## src/rtl/vend_pkg.sv

```systemverilog
// rtl/vend_pkg.sv - shared types and constants for the vending controller
package vend_pkg;

    localparam int CENTS_W = 13;
    localparam int CODE_W  = 16;

    localparam logic [3:0] KEY_LETTER_MIN = 4'hA;

    localparam logic [1:0] COIN_5C   = 2'b00;
    localparam logic [1:0] COIN_10C  = 2'b01;
    localparam logic [1:0] COIN_25C  = 2'b10;
    localparam logic [1:0] COIN_100C = 2'b11;

    localparam logic [CENTS_W-1:0] VAL_5C   = 13'd5;
    localparam logic [CENTS_W-1:0] VAL_10C  = 13'd10;
    localparam logic [CENTS_W-1:0] VAL_25C  = 13'd25;
    localparam logic [CENTS_W-1:0] VAL_100C = 13'd100;

    typedef enum logic [2:0] {
        ST_IDLE,
        ST_DIGIT,
        ST_CHECK,
        ST_PAY,
        ST_DISPENSE,
        ST_CHANGE,
        ST_ERROR
    } vend_state_e;

    function automatic logic [CENTS_W-1:0] coin_value(input logic [1:0] coin_type);
        logic [CENTS_W-1:0] v;
        case (coin_type)
            COIN_5C:   v = VAL_5C;
            COIN_10C:  v = VAL_10C;
            COIN_25C:  v = VAL_25C;
            default:   v = VAL_100C;
        endcase
        return v;
    endfunction

endpackage

```

## src/rtl/vend_credit_acc.sv

```systemverilog
// rtl/vend_credit_acc.sv - coin decode, credit ceiling check, credit register and coin reject pulse
module vend_credit_acc
    import vend_pkg::*;
#(
    parameter int MAX_CREDIT = 1000
) (
    input  logic               clk,
    input  logic               rst_n,
    input  logic               coin_valid,
    input  logic [1:0]         coin_type,
    input  logic               add_en,
    input  logic               sub_en,
    input  logic [CENTS_W-1:0] sub_amt,
    input  logic               clr_en,
    output logic [CENTS_W-1:0] credit,
    output logic [CENTS_W:0]   coin_sum,
    output logic               coin_accept,
    output logic               coin_reject
);

    // One extra bit so a sum beyond the 13-bit range still compares correctly
    assign coin_sum    = {1'b0, credit} + {1'b0, coin_value(coin_type)};
    assign coin_accept = coin_valid && add_en && (coin_sum <= (CENTS_W+1)'(MAX_CREDIT));

    // Credit register: clear beats subtract beats coin add
    always_ff @(posedge clk or negedge rst_n) begin
        if (!rst_n) begin
            credit <= '0;
        end else if (clr_en) begin
            credit <= '0;
        end else if (sub_en) begin
            credit <= credit - sub_amt;
        end else if (coin_accept) begin
            credit <= coin_sum[CENTS_W-1:0];
        end
    end

    // Any coin not taken into credit is returned with a one-cycle pulse
    always_ff @(posedge clk or negedge rst_n) begin
        if (!rst_n) begin
            coin_reject <= 1'b0;
        end else begin
            coin_reject <= coin_valid && !coin_accept;
        end
    end

endmodule

```

## src/rtl/vend_controller.sv

```systemverilog
// rtl/vend_controller.sv - vending sequencing FSM; optional inactivity timeout under VEND_TIMEOUT_EN
module vend_controller
    import vend_pkg::*;
#(
    parameter int MAX_CREDIT     = 1000,
    parameter int ERR_CYCLES     = 8,
    parameter int TIMEOUT_CYCLES = 1000000
) (
    input  logic               clk,
    input  logic               rst_n,
    input  logic               key_valid,
    input  logic [3:0]         key,
    input  logic               cancel,
    input  logic               coin_valid,
    input  logic [1:0]         coin_type,
    output logic [CODE_W-1:0]  code,
    input  logic               code_v,
    input  logic [CENTS_W-1:0] price,
    output logic               coin_reject,
    output logic               err,
    output logic               dispense,
    output logic [CENTS_W-1:0] credit,
    output logic               change_valid,
    output logic [CENTS_W-1:0] change_amt,
    input  logic               change_ack,
    output logic               busy
);

    localparam int ERR_W = (ERR_CYCLES < 2) ? 1 : $clog2(ERR_CYCLES + 1);

    vend_state_e        state, state_nx;
    logic [7:0]         code_q, code_nx;
    logic [CENTS_W-1:0] price_q, price_nx;
    logic [ERR_W-1:0]   err_cnt;
    logic               add_en, sub_en, clr_en;
    logic               coin_accept;
    logic [CENTS_W:0]   coin_sum;
    logic               timeout;
    logic               is_letter;

    assign is_letter = (key >= KEY_LETTER_MIN);

    vend_credit_acc #(
        .MAX_CREDIT (MAX_CREDIT)
    ) u_credit (
        .clk         (clk),
        .rst_n       (rst_n),
        .coin_valid  (coin_valid),
        .coin_type   (coin_type),
        .add_en      (add_en),
        .sub_en      (sub_en),
        .sub_amt     (price_q),
        .clr_en      (clr_en),
        .credit      (credit),
        .coin_sum    (coin_sum),
        .coin_accept (coin_accept),
        .coin_reject (coin_reject)
    );

`ifdef VEND_TIMEOUT_EN
    localparam int TO_W = $clog2(TIMEOUT_CYCLES + 1);
    logic [TO_W-1:0] idle_cnt;
    logic            waiting;

    assign waiting = (state == ST_DIGIT) || (state == ST_PAY);
    assign timeout = waiting && !key_valid && !coin_valid
                     && (idle_cnt == TO_W'(TIMEOUT_CYCLES - 1));

    // Inactivity counter, restarted by any user activity or state change
    always_ff @(posedge clk or negedge rst_n) begin
        if (!rst_n) begin
            idle_cnt <= '0;
        end else if (!waiting || key_valid || coin_valid || (state_nx != state)) begin
            idle_cnt <= '0;
        end else begin
            idle_cnt <= idle_cnt + 1'b1;
        end
    end
`else
    // Keeps the timeout parameter referenced when the timeout is built out
    logic unused_timeout_cfg;
    assign unused_timeout_cfg = (TIMEOUT_CYCLES == 0);
    assign timeout = 1'b0;
`endif

    // State, selection code and latched price
    always_ff @(posedge clk or negedge rst_n) begin
        if (!rst_n) begin
            state   <= ST_IDLE;
            code_q  <= '0;
            price_q <= '0;
        end else begin
            state   <= state_nx;
            code_q  <= code_nx;
            price_q <= price_nx;
        end
    end

    // Dwell counter for the ERROR state
    always_ff @(posedge clk or negedge rst_n) begin
        if (!rst_n) begin
            err_cnt <= '0;
        end else if (state != ST_ERROR) begin
            err_cnt <= '0;
        end else begin
            err_cnt <= err_cnt + 1'b1;
        end
    end

    // Next-state, code/price updates and credit commands
    always_comb begin
        state_nx = state;
        code_nx  = code_q;
        price_nx = price_q;
        add_en   = (state == ST_PAY);
        sub_en   = 1'b0;
        clr_en   = 1'b0;
        case (state)
            ST_IDLE: begin
                if (key_valid && is_letter) begin
                    code_nx  = {key, 4'h0};
                    state_nx = ST_DIGIT;
                end
            end
            ST_DIGIT: begin
                if (cancel || timeout) begin
                    code_nx  = '0;
                    state_nx = ST_IDLE;
                end else if (key_valid && is_letter) begin
                    code_nx[7:4] = key;
                end else if (key_valid) begin
                    code_nx[3:0] = key;
                    state_nx     = ST_CHECK;
                end
            end
            ST_CHECK: begin
                if (code_v) begin
                    price_nx = price;
                    state_nx = ST_PAY;
                end else begin
                    state_nx = ST_ERROR;
                end
            end
            ST_PAY: begin
                // A coin arriving with cancel is still credited, so it is refunded
                if (cancel || timeout) begin
                    state_nx = ST_CHANGE;
                end else if (coin_accept && (coin_sum >= {1'b0, price_q})) begin
                    state_nx = ST_DISPENSE;
                end
            end
            ST_DISPENSE: begin
                sub_en   = 1'b1;
                state_nx = ST_CHANGE;
            end
            ST_CHANGE: begin
                if (credit == '0) begin
                    code_nx  = '0;
                    state_nx = ST_IDLE;
                end else if (change_ack) begin
                    clr_en   = 1'b1;
                    code_nx  = '0;
                    state_nx = ST_IDLE;
                end
            end
            ST_ERROR: begin
                if (err_cnt == ERR_W'(ERR_CYCLES - 1)) begin
                    code_nx  = '0;
                    state_nx = ST_IDLE;
                end
            end
            default: begin
                code_nx  = '0;
                state_nx = ST_IDLE;
            end
        endcase
    end

    assign code         = {8'h00, code_q};
    assign busy         = (state != ST_IDLE);
    assign err          = (state == ST_ERROR);
    assign dispense     = (state == ST_DISPENSE);
    assign change_valid = (state == ST_CHANGE) && (credit != '0);
    assign change_amt   = change_valid ? credit : '0;

endmodule

```

## config.mk

```make
export PLATFORM = sky130hd
export DESIGN_NAME = vend_controller
export DESIGN_NICKNAME = d
export VERILOG_FILES = /design/src/rtl/vend_pkg.sv /design/src/rtl/vend_credit_acc.sv /design/src/rtl/vend_controller.sv
export SDC_FILE = /design/constraint.sdc
export NUM_CORES = 1
export LEC_CHECK = 0
export ABC_AREA = 1
export BUFFER_PORTS_ARGS = -buffer_cell sky130_fd_sc_hd__clkbuf_2
export CAP_MARGIN = 20
export CORE_ASPECT_RATIO = 1.25
export CORE_UTILIZATION = 60
export DETAILED_ROUTE_END_ITERATION = 10
export GPL_TIMING_DRIVEN = 0
export PLACE_DENSITY = 0.84
export SLEW_MARGIN = 10
export SYNTH_ARGS = -nofsm -noshare
export SYNTH_HDL_FRONTEND = slang
export SYNTH_SLANG_ARGS = --single-unit
```

## constraint.sdc

```tcl
create_clock -name clk -period 6.5 [get_ports clk]
set_input_delay 0.65 -clock clk [delete_from_list [all_inputs] [get_ports clk]]
set_output_delay 0.65 -clock clk [all_outputs]
set_load 0.005 [all_outputs]
```

[After elaboration in Yosys (flattened, before gate mapping)]
Cells that the tools add are included.
Word-level totals
  register bits after elaboration: 42
  bits of input ports: 26
Cells by class
  magnitude comparators: 3
  mux-type cells: 30
  $add $sub $neg: 3
  reductions and logical operators: 18
  bitwise operators: 1
  eq/ne operators: 17
Operator list (count)
  two-way mux 13 bit: 4
  two-way mux 8 bit: 5
  case mux 8 bit (5 select lines): 1
  two-way mux 3 bit: 10
  case mux 3 bit (7 select lines): 1
  case mux 7 bit (3 select lines): 1
  inequality test 3 bit (second input constant): 6
  two-way mux 4 bit: 4
  adder 13 x 7 -> 14 bit: 1
  greater-or-equal comparator 14 x 13 -> 1 bit: 1
  <= comparator 14 x 10 -> 1 bit (second input constant): 1
  zero test 13 bit: 1
  nonzero test 13 bit: 1
  subtractor 13 bit: 1
  AND reduction 6 bit: 2
  == test 3 bit (second input constant): 3
  == test 3 x 2 -> 1 bit (second input constant): 2
  logical AND 1 bit: 6
  nonzero test 3 bit: 2
  AND reduction 5 bit: 1
  adder 4 x 1 -> 4 bit (second input constant): 1
  == test 4 x 3 -> 1 bit (second input constant): 1
  greater-or-equal comparator 4 bit (second input constant): 1
  two-way mux 1 bit: 4
  other kinds (11): 11

[Depth between registers and ports, before layout]
Gate-level depths: netlist of run 1.
  depth in word-level cells: 9
  mapped depth: 26
  depth with buffers taken out: 26

[Cells and area by module]
Synthesis of run 1 repeated with hierarchy kept, for this count alone.
Unflattened totals
  cell total of the unflattened synthesis: 619
  area, all modules: 4022.6 µm²
Modules (own cells, without submodules)
  vend_credit_acc: times used 1, cells an instance 353, area an instance 2120.8 µm²
  vend_controller: times used 1, cells an instance 266, area an instance 1901.8 µm²

[Worst setup path after synthesis of run 1]
Ideal clock, no wire load.
  kind: input port to flip-flop
  start: input port coin_type[0]
  end: register state[0]
  stages on the path: 22
  arrival: 3.026 ns
  setup time: 0.117 ns
  slack: 3.358 ns
  path buffers: 0
  cell sequence: inv_1 > ha_1 > ha_1 > a21oi_4 > nand2_1 > nand2_1 > nand3_2 > xor2_1 > inv_1 > ha_1 > a21oi_1 > o21a_1 > nand2_1 > nand2_1 > nand2_1 > nand2_1 > nand2_1 > nand3_1 > nand2_1 > nand2_1 > nand2_1 > nand2_1
Between the ends
  cells in the longest elaborated chain, start to end: 8
RTL lines
  from (decl): RTL line vend_controller.sv:15  | input logic [1:0] coin_type,
  == test 2 bit, or another cell as far along: RTL line vend_pkg.sv:31  | case (coin_type)
  case mux 7 bit (3 select lines) *: RTL line vend_pkg.sv:31
  adder 13 x 7 -> 14 bit *: RTL line vend_credit_acc.sv:22  | assign coin_sum = {1'b0, credit} + {1'b0, coin_value(coin_type)};
  <= comparator 14 x 10 -> 1 bit: RTL line vend_credit_acc.sv:23  | assign coin_accept = coin_valid && add_en && (coin_sum <= (CENTS_W+1)'(MAX_CREDIT));
  logical AND 1 bit: RTL line vend_credit_acc.sv:23
  logical AND 1 bit *: RTL line vend_controller.sv:148  | end else if (coin_accept && (coin_sum >= {1'b0, price_q})) begin
  inequality test 3 bit (no line) *
  AND reduction 6 bit (no line) *
  to (signal assigned): RTL line vend_controller.sv:93  | state <= state_nx;
  to (decl): RTL line vend_controller.sv:31  | vend_state_e state, state_nx;
Every way passes the cells marked *; elsewhere a longest branch is shown, timed or not.
A chain may end at the register's enable or synchronous reset.

[Final worst setup path of run 1]
Same ends and word-level chain as after synthesis.

==> results of run 1 <==
## state kept, by name, indices dropped and copies added (netlist names)
signal,count
price_q,13
u_credit.coin_reject,1
state,3
u_credit.credit,13
code_q,8
err_cnt,4
## power by group
part           internal (mW)  switching (mW)
registers              0.355          0.0845
clock network         0.0875          0.0976
logic                  0.377           0.642
total                  0.820           0.824
## layout by cell type, fill, tap and decap left out, drive strengths merged, types with 12 or more instances in the layout
cell	instances
nand4	12
nor2	64
ha	37
o21ai	32
nand2	124
dfrtp	42
a21oi	38
clkbuf	75
nand3	33
inv	94
## worst paths after layout
kind                       slack, ps  depth (start not counted)            endpoint          startpoint
setup / recovery                2980                         25            state[0]        coin_type[0]
hold / removal                   250                          1  u_credit.credit[5]               rst_n
max in group asynchronous       5770                          2           code_q[2]               rst_n
hold reg to reg                  460                          1          err_cnt[0]          err_cnt[0]
min in group clk                 460                          1          err_cnt[0]          err_cnt[0]
setup reg to reg                3170                         23            state[0]  u_credit.credit[1]
## final cells by class
cell class,count,area share (%)
buffer,13,1.91
clock buffer,6,2.00
clock inverter,2,0.394
sequential,42,25.5
multi-input combinational,382,51.4
timing repair buffer,65,8.25
tap,66,2.00
inverter,94,8.58
## metrics by stage
step	hold WS [ps]	setup slack (ps)	cell area [sq um]	utilization [%]
finish	253	2980	4130	71.4
global route	272	2650	4130	71.4
CTS	463	3000	4110	71.0
detailed placement	452	2680	4010	69.3
global placement	447	2770	4010	69.3
floorplan	354	3360	3600	-
## metal layers
| layer | GRT usage (%) | wire, um | up-vias |
|---|---|---|---|
| met5 | 0 | 0 | - |
| met1 | 33.5 | 3540 | 1648 |
| met3 | 3.30 | 410 | 19 |
| met4 | 11.1 | 180 | 0 |
| met2 | 55.7 | 4510 | 126 |
| li1 | - | - | 1819 |
## critical path: stages
cell,delay [ps]
clkbuf_2,100
inv_1,60
ha_1,310
inv_1,50
ha_1,360
a21oi_1,170
nand2_1,150
xnor2_1,340
inv_1,80
ha_1,280
nand2_1,70
nor2_1,90
o21ai_0,90
nand2_1,90
nand2_1,50
nand2_1,70
nand2_1,50
nand2_1,60
nand2_1,50
nand2_1,60
nand3_1,130
nand2_1,150
nand2_1,90
nand2_1,70
nand2_1,50
## logic make-up after synthesis
group / Yosys count / synth area share, %
simple gates: 243 / 29.1
buf+inv: 107 / 12.1
compound gates: 81 / 12.5
flops: 42 / 29.4
fa+ha+maj: 39 / 14.1
xor+xnor: 10 / 2.45
other cells: 1 / 0.105
mux: 1 / 0.315
==> metrics.md, run 1 <==
| Metric | Value |
|---|---|
| Post-synth top cells | nand2_1 (122), inv_1 (92), nor2_1 (63) |
| CTS hold repair buffers | 0 |
| Post-DR wirelength/cell | 12.9 um |
| Most frequent cell after synthesis | nand2_1 |
| Core Area | 0.00578 sq mm |
| Worst vdd ir | 0.269 mV |
| Setup violations, final | 0 |
| Syn. warnings | 0 |
| Routed wire length | 8650 um |
| Max_slew headroom | 61.0% |
| I/O pin cnt | 73 |
| Hold Path Class | in -> async |
| Postcts setup bufs | 0 |
| Tot Pwr | 1.64 mW |
| Fin cells | 670 |
| Area of the multi-input gates | 0.00212 sq mm |
| Slew Viols, Final | 0 |
| Antenna violations before repair | 0 |
| Sequential element share of the synthesized area | 29.4% |
| Top_reg_cell synth | dfrtp_1 |
| Via count | 3612 |
| Pwr per Cell Area | 399 mW/mm^2 |
| Worst Skew | 6.76 ps |
| RSZ-0062 raised after global routing | no |
| CP Max Fanout | 7 |
| Failing checks | design-rule violations |
| Detailed placer's ending HPWL | 7090 um |
| Clock Latency Late Sink | 300 ps |
| Top post-synthesis cells by area | dfrtp_1 (29%), ha_1 (13%), nand2_1 (13%) |
| Initial Util | 61.9% |
| Root Driver | clkbuf_8 |
| Setup_tns | 0 ps |
| Layout area overhead | 15.3% |
| DRT iter0 DRCs | 290 |
| Cell taking the most area after synthesis | dfrtp_1 |
| Post-synthesis async set-or-reset flop share | 100% |
| Die ar. | 0.00628 sq mm |
| Std-Cell Rows | 31 |
| Sequential cell area | 0.00105 sq mm |
| Final GP Congestion | 0.919 |
| Final net count | 668 |
| Vias/cell | 5.39 |
| Post-CTS Resized | 0 |
| Hold Vio Cnt, Final | 0 |
| Worst slew pin tran | 578 ps |
| CTS tree | yes |
| Syn avg cell area | 6.83 sq um |
| ANT nets after route | 0 |
| Max-cap violations | 0 |
| GRT Overall Usage | 29.2% |
| Die X | 71.1 um |
| Fmax | 0.284 GHz |
| Clk sink count | 42 |
| Yosys cell types | 37 |
| Final period util | 54.2% |
| CTS Buffer Depth | 2 |
| Leakage power | 2.42 nW |
| Layout cell share with drive strength beyond 1 | 15.7% |
| Top cell type's share of synthesized area | 29.4% |
| GRT overflow | 0 |
| CP Launch Type | input pin |
| Clock transition at path regs | 90 ps |
| WP data required | 6690 ps |
| Ant diodes | 0 |
| Residual DRC | 4 |
| Critical setup path kind | in -> reg |
| CTS H-Tree Depth | 2 |
| Number of synthesized flops with an enable pin | 0 |
| Drt pass-1 iters | 8 |
| Port Buffers | 64 |
| Data arrival, critical path | 3710 ps |
| Min Tclk post-route | 3520 ps |
| Synth Instances | 524 |
| Die height | 88.3 um |
| First-pass GRT wire length | 14400 um |
| Largest net degree at the start of global routing | 43 |
| Synth Register Bits | 42 |
| CP Capture Type | flop |
| Placed Cells | 661 |
| Num CTS Buffers | 5 |
| Mapped Area | 0.00358 sq mm |
| Status | complete, but fails checks |
| Vias in the first global route | 3344 |
| Layout fillers | 493 |
Note: power is estimated with default switching activity, not from simulation.
==> run 2, diff against run 1 <==
--- a/config.mk
+++ b/config.mk
@@ -5,14 +5,14 @@
 export SDC_FILE = /design/constraint.sdc
 export NUM_CORES = 1
 export LEC_CHECK = 0
-export ABC_AREA = 1
+export ABC_AREA = 0
 export BUFFER_PORTS_ARGS = -buffer_cell sky130_fd_sc_hd__clkbuf_2
 export CAP_MARGIN = 20
 export CORE_ASPECT_RATIO = 1.25
-export CORE_UTILIZATION = 60
+export CORE_UTILIZATION = 50
 export DETAILED_ROUTE_END_ITERATION = 10
 export GPL_TIMING_DRIVEN = 0
-export PLACE_DENSITY = 0.84
+export PLACE_DENSITY = 0.75
 export SLEW_MARGIN = 10
 export SYNTH_ARGS = -nofsm -noshare
 export SYNTH_HDL_FRONTEND = slang
==> constraint.sdc (replaced) <==
create_clock -name clk -period 3 [get_ports clk]
set_input_delay 0.3 -clock clk [delete_from_list [all_inputs] [get_ports clk]]
set_output_delay 0.3 -clock clk [all_outputs]
set_load 0.005 [all_outputs]
==> metrics.md, run 2 <==
| Metric | Value |
|---|---|
| Hold Path Class | in -> reg (was in -> async) |
| GRT overflow | 0 (unchanged) |
| Worst vdd ir | 0.512 mV (was 0.269 mV) |
| Worst setup margin | -105 ps (was 2980 ps) |
| Synth Register Bits | 42 (unchanged) |
| Hold_ws | 198 ps (was 253 ps) |
| Min Tclk post-route | 3100 ps |
| Max layer used | met4 (unchanged) |
| Leakage power | 2.20 nW (was 2.42 nW) |
| Syn avg cell area | 8.63 sq um (was 6.83 sq um) |
| Area share of and/or/nand/nor cells after synthesis | 21.2% (was 29.1%) |
| Met2 wire len | 4720 um (was 4510 um) |
| DRT iter0 DRCs | 222 (was 290) |
| Layout cell share with drive strength beyond 1 | 30.4% (was 15.7%) |
| Fin cells | 590 (was 670) |
| RSZ-0062 raised after global routing | yes (was no) |
| Min-delay src | price[6] |
| Largest net degree at the start of global routing | 43 (unchanged) |
| Routed wire length | 9460 um (was 8650 um) |
| CTS H-Tree Depth | 2 (unchanged) |
| I/O pin cnt | 73 (unchanged) |
| CP Capture Type | flop (unchanged) |
| Compound-cell area share of the yosys netlist | 19.1% (was 12.5%) |
| Num CTS Buffers | 5 (unchanged) |
| Max-cap violations | 0 (unchanged) |
| Residual DRC | 0 (was 4) |
| Cell taking the most area after synthesis | dfrtp_1 (unchanged) |
| Final GP Congestion | 0.868 (was 0.919) |
| Vias/cell | 5.65 (was 5.39) |
| Sequential element share of the synthesized area | 30.3% (was 29.4%) |
| Hold path cells | 3 |
| First-pass GRT wire length | 14900 um (was 14400 um) |
| R2r startpoint | u_credit.credit[0] (was u_credit.credit[1]) |
| Top cell type's share of synthesized area | 30.3% (was 29.4%) |
| Reg2reg setup slack | -100 ps (was 3170 ps) |
| Most frequent cells in the layout | clkbuf_2 (63), dfrtp_1 (37), inv_1 (36) (was nand2_1 (122), inv_1 (92), clkbuf_2 (64)) |
| Pwr per Cell Area | 1020 mW/mm^2 (was 399 mW/mm^2) |
| Drt pass-1 iters | 5 (was 8) |
| Post-DR wirelength/cell | 16.0 um (was 12.9 um) |
| Synth Area in XOR/XNOR | 5.30% (was 2.45%) |
| Worst slew pin tran | 925 ps (was 578 ps) |
| Most frequent cell after synthesis | dfrtp_1 (was nand2_1) |
| Largest family of logic cells by synthesized area | simple AND/OR/NAND/NOR gates (unchanged) |
| Core Area | 0.00665 sq mm (was 0.00578 sq mm) |
| CP peak stage delay | 410 ps (was 360 ps) |
| Commonest non-fill, non-tap cell in the layout | clkbuf_2 (was nand2_1) |
| Post-synth top cells | dfrtp_1 (42), inv_1 (38), ha_1 (37) (was nand2_1 (122), inv_1 (92), nor2_1 (63)) |
| Final net count | 567 (was 668) |
| Antenna violations before repair | 0 (unchanged) |
| Setup violations, final | 9 (was 0) |
| CP Cell Sequence | ha_4 -> inv_2 -> fa_2 -> nand2b_4 -> a21o_4 -> a211oi_4 -> and3_4 -> xor2_1 -> ha_1 -> a2111oi_4 -> a31oi_1 -> and2_4 -> o31a_1 |
| Mux cell area share after synthesis | 2.13% (was 0.315%) |
| Slew Viols, Final | 0 (unchanged) |
| Clock transition at path regs | 100 ps (was 90 ps) |
| Top post-synthesis cells by area | dfrtp_1 (30%), ha_1 (13%), o21ai_0 (4.9%) (was dfrtp_1 (29%), ha_1 (13%), nand2_1 (13%)) |
| Placed Cells | 560 (was 661) |
| Die ar. | 0.00728 sq mm (was 0.00628 sq mm) |
| Data arrival, critical path | 3310 ps (was 3710 ps) |
| Tot Pwr | 4.60 mW (was 1.64 mW) |
| Mapped Area | 0.00347 sq mm (was 0.00358 sq mm) |
| Wire length on met3 | 392 um (was 410 um) |
| Clk sink count | 42 (unchanged) |
| Detailed placer's ending HPWL | 6660 um (was 7090 um) |
| Hold Vio Cnt, Final | 0 (unchanged) |
| Clock Latency Late Sink | 310 ps (was 300 ps) |
| Root Driver | clkbuf_8 (unchanged) |
| Status | complete, but fails checks (unchanged) |
| Synth Instances | 402 (was 524) |
| Failing checks | negative setup slack (was design-rule violations) |
| WP data required | 3200 ps (was 6690 ps) |
| Worst Skew | 10.5 ps (was 6.76 ps) |
| Vias in the first global route | 3157 (was 3344) |
| Yosys cell types | 65 (was 37) |
| Top_reg_cell synth | dfrtp_1 (unchanged) |
| CP max stage cell | dfrtp_2 (was ha_1) |
| ANT nets after route | 0 (unchanged) |
| Critical setup path kind | reg -> reg (was in -> reg) |
| Max_slew headroom | 37.5% (was 61.0%) |
| Port Buffers | 64 (unchanged) |
| GRT Overall Usage | 25.7% (was 29.2%) |
| WL met1 | 4010 um (was 3540 um) |
| CTS tree | yes (unchanged) |
| Die X | 76.5 um (was 71.1 um) |
| CP Launch Type | flop (was input pin) |
| Layout area overhead | 29.7% (was 15.3%) |
| Number of synthesized flops with an enable pin | 0 (unchanged) |
| Initial Util | 52.2% (was 61.9%) |
| Syn. warnings | 0 (unchanged) |
| Std-Cell Rows | 33 (was 31) |
| CTS Buffer Depth | 2 (unchanged) |
| Top flop regs | price_q (13), u_credit.credit (13), code_q (8) (unchanged) |
| Fmax | 0.322 GHz |
| Post-synthesis async set-or-reset flop share | 100% (unchanged) |
| Adder-Cell Fraction of Synth Area | 14.5% (was 14.1%) |
| Die height | 95.1 um (was 88.3 um) |
| CP Max Fanout | 3 (was 7) |
| Ant diodes | 0 (unchanged) |
| Final period util | 103% |
| Via count | 3336 (was 3612) |
| R2R Path End | state[2] (was state[0]) |
| WHS Endpoint | price_q[6] |
| Reg2Reg Depth | 13 (was 23) |
## run 2: cell types whose count changed after synthesis, moves of 7 or more
| cell | delta |
|---|---|
| a21oi_1 | -21 |
| and2_1 | +16 |
| inv_1 | -54 |
| nand2_1 | -88 |
| nand2b_1 | +7 |
| nand3_1 | -20 |
| nand4_1 | -8 |
| nor2_1 | -37 |
| xnor2_1 | +11 |
## run 2: where the power goes
| group | internal (mW) | leakage [nW] | switching [mW] |
|---|---|---|---|
| clock | 0.167 | 0.0408 | 0.228 |
| combinational | 1.46 | 1.64 | 1.74 |
| sequential | 0.794 | 0.529 | 0.204 |
| total | 2.42 | 2.20 | 2.18 |
## run 2: layer usage
layer | vias up | global-route usage [%]
li1 | 1602 | -
met1 | 1578 | 32.4
met2 | 133 | 44.4
met3 | 23 | 2.39
met4 | 0 | 12.7
met5 | - | 0
## run 2: layout make-up
type	count	area, sq um
inverter	38	145
timing repair buffer	86	533
fill	542	2150
clock inverter	3	23.8
clock buffer	5	68.8
sequential	42	1060
multi-input combinational	310	2450
tap	87	109
buffer	19	113
## run 2: worst max-delay path by stage
| stage | start | slack [ps] | endpoint | depth (start not counted) |
|---|---|---|---|---|
| 2_1_floorplan | u_credit.credit[0] | -70 | state[2] | 13 |
| 3_3_place_gp | coin_type[0] | -470 | state[2] | 15 |
| 3_5_place_dp | coin_type[0] | -510 | state[2] | 15 |
| 4_1_cts | u_credit.credit[0] | -160 | state[2] | 13 |
| 5_1_grt | u_credit.credit[0] | -220 | state[2] | 13 |
| 6_report | u_credit.credit[0] | -100 | state[2] | 13 |
## run 2: timing repair
action	in CTS	in global routing
hold buffers	0	1
pin swaps	15	20
endpoints found under the setup margin	16	18
resized for setup	20	19
buffers inserted	12	7
cloned	1	0
hold endpoints to repair	0	17
## run 2: critical path, delay by kind of cell (launching register included)
| kind | cells | cell delay, ps |
|---|---|---|
| flip-flops | 1 | 410 |
| AND/OR/NAND/NOR | 3 | 550 |
| XOR/XNOR | 1 | 150 |
| AO/OA/AOI/OAI | 5 | 1110 |
| adder cells (fa/ha/maj) | 3 | 760 |
| buffers and inverters | 1 | 30 |
## run 2: per-stage QoR
| stage | utilization [%] | instance area (sq um) | setup WS (ps) | setup TNS, ps |
|---|---|---|---|---|
| floorplan | - | 3550 | -74.7 | -142 |
| finish | 67.7 | 4500 | -105 | -439 |
| detailed placement | 59.9 | 3980 | -509 | -5590 |
| global placement | 59.9 | 3980 | -466 | -5260 |
| CTS | 65.0 | 4320 | -160 | -229 |
| global route | 67.7 | 4500 | -216 | -1490 |
## run 2: logic make-up (layout without fill, tap and decap cells)
| logic type | Yosys count | after routing |
|---|---|---|
| compound gates | 98 | 98 |
| xor+xnor | 21 | 21 |
| fa+ha+maj | 39 | 39 |
| buf+inv | 57 | 151 |
| flops | 42 | 42 |
| mux | 7 | 7 |
| other cells | 1 | 8 |
| simple gates | 137 | 137 |
==> run 3, diff against run 2 <==
==> constraint.sdc (replaced) <==
create_clock -name clk -period 3 [get_ports clk]
set_input_delay 0.3 -clock clk [delete_from_list [all_inputs] [get_ports clk]]
set_output_delay 0.3 -clock clk [all_outputs]
set_load 0.1 [all_outputs]
==> metrics.md, run 3 (synthesis results as in run 2) <==
| Metric | Value |
|---|---|
| Status | complete, but fails checks (unchanged) |
| Failing checks | negative setup slack (unchanged) |
| Drt pass-1 iters | 4 (was 5) |
| Vias in the first global route | 3293 (was 3157) |
| Commonest non-fill, non-tap cell in the layout | clkbuf_2 (unchanged) |
| Hold Path Class | in -> reg (unchanged) |
| I/O pin cnt | 73 (unchanged) |
| Min Tclk post-route | 3160 ps (was 3100 ps) |
| Reg2reg setup slack | -160 ps (was -100 ps) |
| Data arrival, critical path | 3350 ps (was 3310 ps) |
| Residual DRC | 0 (unchanged) |
| Worst slew pin tran | 928 ps (was 925 ps) |
| Num CTS Buffers | 5 (unchanged) |
| Most frequent cells in the layout | clkbuf_2 (64), inv_1 (34), nand2_1 (34) (was clkbuf_2 (63), dfrtp_1 (37), inv_1 (36)) |
| First-pass GRT wire length | 15200 um (was 14900 um) |
| Hold Vio Cnt, Final | 0 (unchanged) |
| RSZ-0062 raised after global routing | yes (unchanged) |
| Final period util | 105% (was 103%) |
| ANT nets after route | 0 (unchanged) |
| Die height | 95.1 um (unchanged) |
| Layout area overhead | 33.8% (was 29.7%) |
| CP Max Fanout | 3 (unchanged) |
| Core Area | 0.00665 sq mm (unchanged) |
| Clock Latency Late Sink | 300 ps (was 310 ps) |
| Critical setup path kind | reg -> reg (unchanged) |
| Via count | 3421 (was 3336) |
| Routed wire length | 9790 um (was 9460 um) |
| WP data required | 3190 ps (was 3200 ps) |
| Root Driver | clkbuf_8 (unchanged) |
| Port Buffers | 64 (unchanged) |
| Antenna violations before repair | 0 (unchanged) |
| Die X | 76.5 um (unchanged) |
| DRT iter0 DRCs | 257 (was 222) |
| CTS tree | yes (unchanged) |
| Std-Cell Rows | 33 (unchanged) |
| Final GP Congestion | 0.946 (was 0.868) |
| Largest net degree at the start of global routing | 43 (unchanged) |
| Ant diodes | 0 (unchanged) |
| CP Capture Type | flop (unchanged) |
| Die ar. | 0.00728 sq mm (unchanged) |
| Clock transition at path regs | 80 ps (was 100 ps) |
| Detailed placer's ending HPWL | 6820 um (was 6660 um) |
| Area of the multi-input gates | 0.00249 sq mm (was 0.00245 sq mm) |
| Worst setup margin | -159 ps (was -105 ps) |
| Slew Viols, Final | 0 (unchanged) |
| Clk sink count | 42 (unchanged) |
| Worst Skew | 2.88 ps (was 10.5 ps) |
| Layout fillers | 517 (was 542) |
| Fmax | 0.317 GHz (was 0.322 GHz) |
| Post-DR wirelength/cell | 16.3 um (was 16.0 um) |
| CP Launch Type | flop (unchanged) |
| Final net count | 576 (was 567) |
| Top flop regs | price_q (13), u_credit.credit (13), code_q (8) (unchanged) |
| Placement Setup Slack | -566 ps (was -509 ps) |
| Vias/cell | 5.71 (was 5.65) |
| GRT overflow | 0 (unchanged) |
| Max_slew headroom | 37.3% (was 37.5%) |
| Initial Util | 52.2% (unchanged) |
| Sequential cell area | 0.00108 sq mm (was 0.00106 sq mm) |
| CTS H-Tree Depth | 2 (unchanged) |
| GRT Overall Usage | 26.9% (was 25.7%) |
| Max-cap violations | 0 (unchanged) |
| CTS Buffer Depth | 2 (unchanged) |
| Setup violations, final | 14 (was 9) |
| Layout cell share with drive strength beyond 1 | 34.2% (was 30.4%) |
-- run 3: cell type report --
cell class	instances	share of cell area (%)
clock inverter	2	0.269
buffer	19	2.43
tap	87	2.34
multi-input combinational	310	53.7
sequential	42	23.2
timing repair buffer	95	13.1
clock buffer	6	1.78
inverter	38	3.13
-- run 3: final timing paths --
path / cells past startpoint / to / from
min in group asynchronous: 2 / price_q[5] / rst_n
min reg2reg: 2 / code_q[7] / code_q[7]
max in group asynchronous: 3 / u_credit.credit[1] / rst_n
min: 3 / price_q[9] / price[9]
max reg2reg: 14 / u_credit.credit[12] / u_credit.credit[0]
max: 14 / u_credit.credit[12] / u_credit.credit[0]
-- run 3: metal layers --
layer	vias up	GRT usage, %	share of wire, %
met3	41	3.44	4.6
met2	129	48.3	50
li1	1616	-	-
met5	-	0	0
met4	0	15.4	5.1
met1	1635	31.0	41
-- run 3: worst max-delay path: stages, from the launching register on --
cell and delay, ps:
dfrtp_4 510, buf_4 150, buf_6 110, inv_4 60
ha_4 140, inv_2 40, fa_2 400, a21o_1 240
a311oi_4 360, o311ai_2 170, a21o_1 220, a21oi_2 140
xnor2_1 100, and3_1 190, a211o_1 220
-- run 3: metrics by stage --
step           instances  area (sq um)  utilization [%]  hold slack (ps)  TNS, ps
2_1_floorplan        409          3660                -             4.41     -686
3_3_place_gp         560          4090             61.5              446    -4920
3_5_place_dp         560          4090             61.5              476    -5430
4_1_cts              585          4420             66.5              187    -1140
5_1_grt              599          4640             69.8              204    -1840
6_report             599          4640             69.8              192     -869
-- run 3: repair_timing --
item / CTS / global route
hold buffers: 0 / 1
gates resized for setup: 17 / 21
setup endpoints to repair: 12 / 18
gates cloned: 1 / 0
setup buffers: 16 / 12
pin swaps: 18 / 27
endpoints found under the hold margin: 0 / 17
Power of run 3 is left out: the tool's default activity adds up to more than one toggle a clock period on the data nets, which glitch-free logic cannot reach.
